## src/rtl/ram2_pkg.sv

```systemverilog
// Shared constants for the RAM2 instruction-side SRAM controller.
package ram2_pkg;

    localparam int unsigned RAM2_AW   = 18;
    localparam logic [15:0] NOP_INSTR = 16'h0800;

    localparam logic [2:0] ST_FETCH  = 3'd0;
    localparam logic [2:0] ST_DREAD  = 3'd1;
    localparam logic [2:0] ST_WSETUP = 3'd2;
    localparam logic [2:0] ST_WPULSE = 3'd3;
    localparam logic [2:0] ST_WHOLD  = 3'd4;

endpackage

```

## src/rtl/ram2_ctrl.sv

```systemverilog
// RAM2 controller: shares the single SRAM port between instruction fetch
// and MEM-stage loads/stores, stalling the front end while data accesses run.
module ram2_ctrl
    import ram2_pkg::*;
#(
    parameter int unsigned WE_CYCLES = 1,
    parameter logic [1:0]  ADDR_HI   = 2'b00
) (
    input  logic               rci_clk,
    input  logic               rci_rst,
    input  logic [15:0]        rci_pc_addr,
    input  logic               rci_mem_req,
    input  logic               rci_mem_we,
    input  logic [15:0]        rci_mem_addr,
    input  logic [15:0]        rci_mem_wdata,
    input  logic [15:0]        rci_ram2_din,
    output logic [15:0]        rco_instr,
    output logic               rco_instr_valid,
    output logic               rco_stall,
    output logic               rco_mem_done,
    output logic [15:0]        rco_mem_rdata,
    output logic [RAM2_AW-1:0] rco_ram2_addr,
    output logic [15:0]        rco_ram2_dout,
    output logic               rco_ram2_dout_en,
    output logic               rco_ram2_en_n,
    output logic               rco_ram2_oe_n,
    output logic               rco_ram2_we_n
);

    localparam logic [1:0] CNT_LOAD = 2'(WE_CYCLES - 1);

    logic [2:0]  state_q;
    logic [1:0]  cnt_q;
    logic [15:0] hold_q;
    logic [15:0] waddr_q;
    logic [15:0] wdata_q;

    always_ff @(posedge rci_clk or negedge rci_rst) begin
        if (!rci_rst) begin
            state_q <= ST_FETCH;
            cnt_q   <= '0;
            hold_q  <= '0;
            waddr_q <= '0;
            wdata_q <= '0;
        end else begin
            case (state_q)
                ST_FETCH: begin
                    if (rci_mem_req) begin
                        if (rci_mem_we) begin
                            state_q <= ST_WSETUP;
                            waddr_q <= rci_mem_addr;
                            wdata_q <= rci_mem_wdata;
                        end else begin
                            state_q <= ST_DREAD;
                        end
                    end
                end
                ST_DREAD: begin
                    hold_q  <= rci_ram2_din;
                    state_q <= ST_FETCH;
                end
                ST_WSETUP: begin
                    cnt_q   <= CNT_LOAD;
                    state_q <= ST_WPULSE;
                end
                ST_WPULSE: begin
                    if (cnt_q != 2'd0) begin
                        cnt_q <= cnt_q - 2'd1;
                    end else begin
                        state_q <= ST_WHOLD;
                    end
                end
                ST_WHOLD: begin
                    state_q <= ST_FETCH;
                end
                default: begin
                    state_q <= ST_FETCH;
                end
            endcase
        end
    end

    always_comb begin
        rco_instr        = NOP_INSTR;
        rco_instr_valid  = 1'b0;
        rco_stall        = 1'b1;
        rco_mem_done     = 1'b0;
        rco_mem_rdata    = hold_q;
        rco_ram2_addr    = {ADDR_HI, rci_pc_addr};
        rco_ram2_dout    = wdata_q;
        rco_ram2_dout_en = 1'b0;
        rco_ram2_en_n    = 1'b0;
        rco_ram2_oe_n    = 1'b0;
        rco_ram2_we_n    = 1'b1;
        case (state_q)
            ST_FETCH: begin
                rco_instr       = rci_ram2_din;
                rco_instr_valid = !rci_mem_req;
                rco_stall       = rci_mem_req;
            end
            ST_DREAD: begin
                rco_ram2_addr = {ADDR_HI, rci_mem_addr};
                rco_mem_rdata = rci_ram2_din;
                rco_mem_done  = 1'b1;
            end
            ST_WSETUP, ST_WPULSE, ST_WHOLD: begin
                // Store cycle drives only the captured address/data so the
                // MEM stage may move on without disturbing the write.
                rco_ram2_addr    = {ADDR_HI, waddr_q};
                rco_ram2_dout_en = 1'b1;
                rco_ram2_oe_n    = 1'b1;
                rco_ram2_we_n    = (state_q != ST_WPULSE);
                rco_mem_done     = (state_q == ST_WHOLD);
            end
            default: begin
                rco_stall = 1'b1;
            end
        endcase
    end

    a_we_needs_dout: assert property (@(posedge rci_clk) disable iff (!rci_rst)
        !rco_ram2_we_n |-> rco_ram2_dout_en);
    a_we_addr_stable: assert property (@(posedge rci_clk) disable iff (!rci_rst)
        (!rco_ram2_we_n ##1 !rco_ram2_we_n) |-> $stable(rco_ram2_addr));

endmodule

```

## config.mk

```make
export PLATFORM = sky130hd
export DESIGN_NAME = ram2_ctrl
export DESIGN_NICKNAME = d
export VERILOG_FILES = /design/src/rtl/ram2_pkg.sv /design/src/rtl/ram2_ctrl.sv
export SDC_FILE = /design/constraint.sdc
export NUM_CORES = 1
export LEC_CHECK = 0
export ABC_AREA = 1
export BUFFER_PORTS_ARGS = -buffer_cell sky130_fd_sc_hd__clkbuf_2
export CORE_MARGIN = 4
export CORE_UTILIZATION = 45
export CTS_CLUSTER_DIAMETER = 30
export DETAILED_ROUTE_END_ITERATION = 16
export PLACE_DENSITY = 0.81
export SLEW_MARGIN = 5
export SYNTH_ARGS = -nofsm -noshare
export SYNTH_HDL_FRONTEND = slang
export SYNTH_SLANG_ARGS = --single-unit
```

## constraint.sdc

```tcl
create_clock -name rci_clk -period 1.7 [get_ports rci_clk]
set_input_delay 0.085 -clock rci_clk [delete_from_list [all_inputs] [get_ports rci_clk]]
set_output_delay 0.085 -clock rci_clk [all_outputs]
set_load 0.05 [all_outputs]
```

==> summary.md, run 1 <==
| Metric | Value |
|---|---|
| Final Setup Violations | `14` |
| Layout area overhead | `64.6%` |
| Final worst path period share | `1.02` |
| Synth Cell Area | `0.00257 mm^2` |
| First-pass DRT Iterations | `4` |
| TritonCTS clock tree | `yes` |
| Per-cell routed wire length | `14.9 um` |
| Final setup skew | `0.00672 ns` |
| CTS max path bufs | `2` |
| Worst Max-Slew Pin Slew | `0.685 ns` |
| CP Class | `reg2out` |
| DRC | `0` |
| Avg Inst Size Synth | `7.75 um^2` |
| RePlAce Congestion | `0.856` |
| Overflow after GRT | `0` |
| Clock transition at path regs | `0.10 ns` |
| Final WL | `8.42 mm` |
| Final WS setup | `-0.0292 ns` |
| Syn. warnings | `0` |
| Initial antenna violation count | `0` |
| Vias in the first global route | `2671` |
| Yosys cell types | `21` |
| R2R setup slack | `0.14 ns` |
| Layout Nets | `560` |
| RSZ-0062 raised after global routing | `true` |
| Hold path depth | `3` |
| Full die area | `0.00699 mm^2` |
| HPWL Detailed | `4.80 mm` |
| Slew Limit Fails | `0` |
| Root Buffer | `clkbuf_8` |
| Crit Reg-Reg Startpoint | `state_q[1]` |
| Cell Rows | `27` |
| # Max-Cap Violations | `0` |
| Yosys reg bits | `53` |
| WHS | `0.00778 ns` |
| Seq/Total Area, Yosys | `0.516` |
| Failing checks | `negative setup slack` |
| Post-synth top area cell | `dfrtp_1` |
| Outcome | `finished, violations left` |
| Worst R2R End | `waddr_q[6]` |
| GRT Util Overall | `0.210` |
| Post-DRT Antenna Nets | `0` |
| Buffers on Ports | `137` |
| Tmin final | `1.73 ns` |
| Arrival time at the worst endpoint | `1.64 ns` |
| Cells after Synth | `332` |
| Number of diodes | `0` |
| Die Span Y | `83.6 um` |
| Core Region | `0.00554 mm^2` |
| R2R depth | `7` |
| Worst hold endpoint | `rco_ram2_dout[2]` |
| Top-level port count | `141` |
| TritonCTS Sinks | `53` |
| Hold Fails Final Rpt | `0` |
| HP Class | `in2reg` |
| Initial DRC Count | `93` |
| Slew margin rel. | `0.544` |
| First-pass GRT wire length | `12.2 mm` |
| CP Launch Type | `flip-flop` |
| Layout cells sized above 1 | `0.455` |
| CP Capture Type | `output pin` |
| Post-synth top area share | `0.516` |
| Peak Freq | `578 MHz` |
| CP Max Fanout | `8` |
| Starting Density | `0.464` |
| Drt via density | `4.85` |
| Inserted Clock Buffers | `5` |
| CTS HTree Levels | `2` |
| Worst-skew pair later-pin latency | `0.29 ns` |
| Vias | `2738` |
| Largest net degree at the start of global routing | `65` |
| Synth top area cells | `dfrtp_1 (52%), nand2_1 (13%), inv_1 (8.3%), o21ai_1 (6.2%), nor2_1 (4.8%)` |
| Critical Path RT | `1.62 ns` |
| Die X | `83.6 um` |
| Worst Hold Launch | `rci_mem_wdata[2]` |
## registers in the layout, summed over array words and instances, names as in the netlist
| name | count |
|---|---|
| waddr_q | 16 |
| state_q | 3 |
| rco_ram2_dout | 16 |
| cnt_q | 2 |
| hold_q | 16 |
## per-stage QoR
step	utilization	worst slack, ns	cell area [um^2]	cells	TNS (ns)
6_report	0.764	-0.0292	4230	564	-0.241
5_1_grt	0.764	-0.127	4230	564	-2.62
4_1_cts	0.700	-0.0140	3880	555	-0.0949
3_5_place_dp	0.600	0.139	3320	529	0
3_3_place_gp	0.600	0.189	3320	529	0
2_1_floorplan	-	-0.0779	2580	334	-1.24
## cell usage in the layout, fill, tap and decap left out, types with 2 or more instances in the layout
cell type and n:
o21ai_4 8, nand2_2 25, buf_4 16, inv_2 2, conb_1 3, clkbuf_4 5
nand2_4 5, a21oi_1 14, clkbuf_2 87, buf_12 4, a21oi_2 3, dfrtp_2 3
buf_8 24, dfrtp_1 50, nand2_1 64, buf_6 7, nand3_1 2, dlygate4sd3_1 12
nor2_1 30, nor2_2 3, o21ai_1 32, o21ai_0 3, inv_1 57, buf_2 8
o21ai_2 8, clkbuf_8 8, nor2_4 3, nand2_8 2
## routing by layer
| metal | GRT usage | up-vias | part of all wire |
|---|---|---|---|
| li1 | - | 1324 | - |
| met1 | 0.250 | 1281 | 0.37 |
| met3 | 0.0464 | 18 | 0.052 |
| met5 | 0 | - | 0 |
| met4 | 0.0643 | 0 | 0.021 |
| met2 | 0.375 | 115 | 0.55 |
## logic make-up after synthesis
family | count (synthesis) | synth area share
adder cells (fa/ha/maj) | 1 | 0.00486
flip-flops | 53 | 0.516
buffers and inverters | 77 | 0.129
AO/OA/AOI/OAI | 68 | 0.132
AND/OR/NAND/NOR | 132 | 0.216
other | 1 | 0.00146
## cell type report
| cell class | instances | area (um^2) |
|---|---|---|
| clock buffer | 7 | 96.3 |
| clock inverter | 1 | 5.00 |
| fill | 375 | 1310 |
| inverter | 59 | 221 |
| multi-input combinational | 208 | 1200 |
| sequential | 53 | 1330 |
| tap | 72 | 90.1 |
| timing repair buffer | 164 | 1290 |
## worst max path at each step
stage | slack, ns | cells past startpoint | start | endpoint
floorplan | -0.08 | 4 | state_q[1] | hold_q[10]
global placement | 0.19 | 7 | state_q[2] | rco_ram2_addr[2]
detailed placement | 0.14 | 7 | state_q[2] | rco_ram2_addr[11]
CTS | -0.01 | 7 | state_q[2] | rco_ram2_addr[13]
global route | -0.13 | 7 | state_q[1] | rco_ram2_addr[12]
finish | -0.03 | 7 | state_q[1] | rco_ram2_addr[10]
## critical path, cell delays in order, from the launching register on
cell and delay, ns:
dfrtp_2 0.46, nor2_4 0.07, nand2_4 0.14, nand2_8 0.09, nor2_4 0.24, nand2_1 0.09
nand2_2 0.10, buf_8 0.15
## synth_stat cells (all sizes together)
cell type,number
a21oi,17
buf,16
clkbuf,2
conb,1
dfrtp,53
ha,1
inv,59
nand2,93
nand3,2
nand4,1
nor2,36
o21ai,51
## timing repair
item / CTS / global route
pin swaps: 6 / 6
resized for setup: 67 / 121
gates cloned: 2 / 2
setup buffers: 5 / 6
endpoints found under the hold margin: 63 / 1
hold buffers: 11 / 1
setup endpoints to repair: 51 / 56
Power of run 1 is left out: the tool's default activity adds up to more than one toggle a clock period on the data nets, which glitch-free logic cannot reach.
==> run 2, diff against run 1 <==
--- a/config.mk
+++ b/config.mk
@@ -6,10 +6,12 @@
 export NUM_CORES = 1
 export LEC_CHECK = 0
 export ABC_AREA = 1
-export BUFFER_PORTS_ARGS = -buffer_cell sky130_fd_sc_hd__clkbuf_2
+export BUFFER_PORTS_ARGS = -buffer_cell sky130_fd_sc_hd__buf_2
+export CORE_ASPECT_RATIO = 0.6
 export CORE_MARGIN = 4
 export CORE_UTILIZATION = 45
 export CTS_CLUSTER_DIAMETER = 30
+export CTS_CLUSTER_SIZE = 28
 export DETAILED_ROUTE_END_ITERATION = 16
 export PLACE_DENSITY = 0.81
 export SLEW_MARGIN = 5
==> run 2 against run 1 <==
The run still ends with negative setup slack left. Non-clock buffer count decreased by 9. Die area increased by 0.56%. Clock skew is 0.0025 ns lower. Cell area decreased by 6.0%. Worst setup slack gained 0.016 ns. Via count is 6.0% lower. Cell count fell by 0.35%.
==> summary.md, run 2 (synthesis results as in run 1) <==
| Metric | Value |
|---|---|
| R2R depth | `6 (-1)` |
| Final setup skew | `0.00424 ns (-0.00247 ns)` |
| CP Class | `reg2out` |
| DRC | `0 (unchanged)` |
| Post-DRT Antenna Nets | `0 (unchanged)` |
| Full die area | `0.00703 mm^2 (+0.56%)` |
| Hold path depth | `3 (unchanged)` |
| Layout Nets | `550 (-1.8%)` |
| Peak Freq | `584 MHz (+0.91%)` |
| Die X | `106 um (+26%)` |
| Number of diodes | `0 (unchanged)` |
| Inst Count DP | `538 (+1.7%)` |
| Worst-skew pair later-pin latency | `0.30 ns (about the same)` |
| HPWL Detailed | `4.90 mm (+2.1%)` |
| Largest net degree at the start of global routing | `63 (-3.1%)` |
| TritonCTS Sinks | `53 (unchanged)` |
| Arrival time at the worst endpoint | `1.63 ns (about the same)` |
| TritonCTS clock tree | `yes` |
| First-pass GRT wire length | `10.5 mm (-14%)` |
| CTS max path bufs | `2 (unchanged)` |
| Die Span Y | `66.6 um (-20%)` |
| Most frequent cells in the layout | `buf_2 (101), nand2_1 (88), inv_1 (57)` |
| Crit Reg-Reg Startpoint | `state_q[0]` |
| Drt via density | `4.58 (-5.6%)` |
| Failing checks | `negative setup slack` |
| Register cell area after layout | `0.00133 mm^2 (unchanged)` |
| Placed inst area | `0.00332 mm^2 (unchanged)` |
| Per-cell routed wire length | `12.8 um (-14%)` |
| First-pass DRT Iterations | `4 (unchanged)` |
| Tmin final | `1.71 ns (-0.0156 ns)` |
| Final Setup Violations | `2 (-12)` |
| Design area | `0.00398 mm^2 (-6.0%)` |
| CP Capture Type | `output pin` |
| HP Class | `in2reg` |
| GRT Util Overall | `0.184 (-0.0257)` |
| Clock transition at path regs | `0.09 ns (about the same)` |
| Worst Max-Slew Pin Slew | `0.522 ns (-0.163 ns)` |
| RePlAce Congestion | `0.803 (-6.2%)` |
| Layout cells sized above 1 | `0.409 (-0.0466)` |
| Core Region | `0.00554 mm^2 (about the same)` |
| Layout area overhead | `54.8%` |
| Worst hold endpoint | `rco_ram2_dout[14]` |
| Buffers on Ports | `137 (unchanged)` |
| Vias | `2575 (-6.0%)` |
| Final worst path period share | `1.01 (-0.00917)` |
| R2R setup slack | `0.30 ns (+0.16 ns)` |
| CP Max Fanout | `10 (+2)` |
| Slew Limit Fails | `0 (unchanged)` |
| Initial antenna violation count | `0 (unchanged)` |
| Slew margin rel. | `0.652 (+0.108)` |
| Final cell count without fillers | `562 (-0.35%)` |
| Outcome | `finished, violations left` |
| Final WS setup | `-0.0136 ns (+0.0156 ns)` |
| CP Launch Type | `flip-flop` |
| Final WL | `7.22 mm (-14%)` |
| Hold Fails Final Rpt | `0 (unchanged)` |
| # Max-Cap Violations | `0 (unchanged)` |
| Vias in the first global route | `2381 (-11%)` |
| Worst Hold Launch | `rci_mem_wdata[14]` |
| Top-level port count | `141 (unchanged)` |
| CTS HTree Levels | `2 (unchanged)` |
| Root Buffer | `clkbuf_8` |
| Inserted Clock Buffers | `5 (unchanged)` |
| Worst R2R End | `rco_ram2_dout[6]` |
| Sum Neg Setup Slack | `-0.0212 ns (+0.220 ns)` |
| Critical Path RT | `1.62 ns (about the same)` |
| Overflow after GRT | `0 (unchanged)` |
| Starting Density | `0.464 (about the same)` |
| Commonest non-fill, non-tap cell in the layout | `buf_2` |
| Cell Rows | `21 (-22%)` |
| FILL cells | `446 (+19%)` |
| Multi-input gate area | `0.00110 mm^2 (-8.8%)` |
| RSZ-0062 raised after global routing | `true` |
| Initial DRC Count | `107 (+15%)` |
## run 2: final cells by class
cell class | instances | share of cell area
clock buffer | 6 | 0.0207
clock inverter | 2 | 0.00943
inverter | 59 | 0.0556
multi-input combinational | 207 | 0.276
sequential | 53 | 0.334
tap | 80 | 0.0251
timing repair buffer | 155 | 0.279
## run 2: what timing repair did
| action | in CTS | in global routing |
|---|---|---|
| buffers inserted | 0 | 5 |
| cloned | 2 | 3 |
| hold endpoints to repair | 25 | 1 |
| hold buffers | 5 | 1 |
| setup endpoints to repair | 37 | 52 |
| pin swaps | 4 | 18 |
| gates resized for setup | 37 | 65 |
## run 2: worst max path at each step
stage,startpoint,to,slack [ns],cells past startpoint
2_1_floorplan,state_q[1],hold_q[10],-0.08,4
6_report,state_q[2],rco_ram2_addr[1],-0.01,7
3_5_place_dp,state_q[2],rco_ram2_addr[4],0.16,7
5_1_grt,state_q[1],rco_ram2_addr[12],-0.13,7
3_3_place_gp,state_q[2],rco_ram2_addr[8],0.23,7
4_1_cts,state_q[1],rco_stall,-0.06,5
## run 2: metal layers
layer	wire (um)	GRT usage
met3	497	0.0513
met5	0	0
met1	3270	0.231
met4	112	0.0388
met2	3340	0.321
## run 2: critical path: stages, from the launching register on
cell     delay, ns
dfrtp_2       0.45
inv_2         0.15
nand2_4       0.10
buf_4         0.16
nand2_4       0.11
a21oi_1       0.09
nand2_1       0.07
buf_4         0.20
## run 2: metrics by stage
step	util	hold slack, ns	setup slack [ns]
detailed placement	0.599	0.0793	0.162
CTS	0.652	0.000979	-0.0555
global placement	0.599	0.0859	0.231
floorplan	-	-0.211	-0.0779
finish	0.718	0.0120	-0.0136
global route	0.718	0.00426	-0.133
Power of run 2 is left out for the same reason.
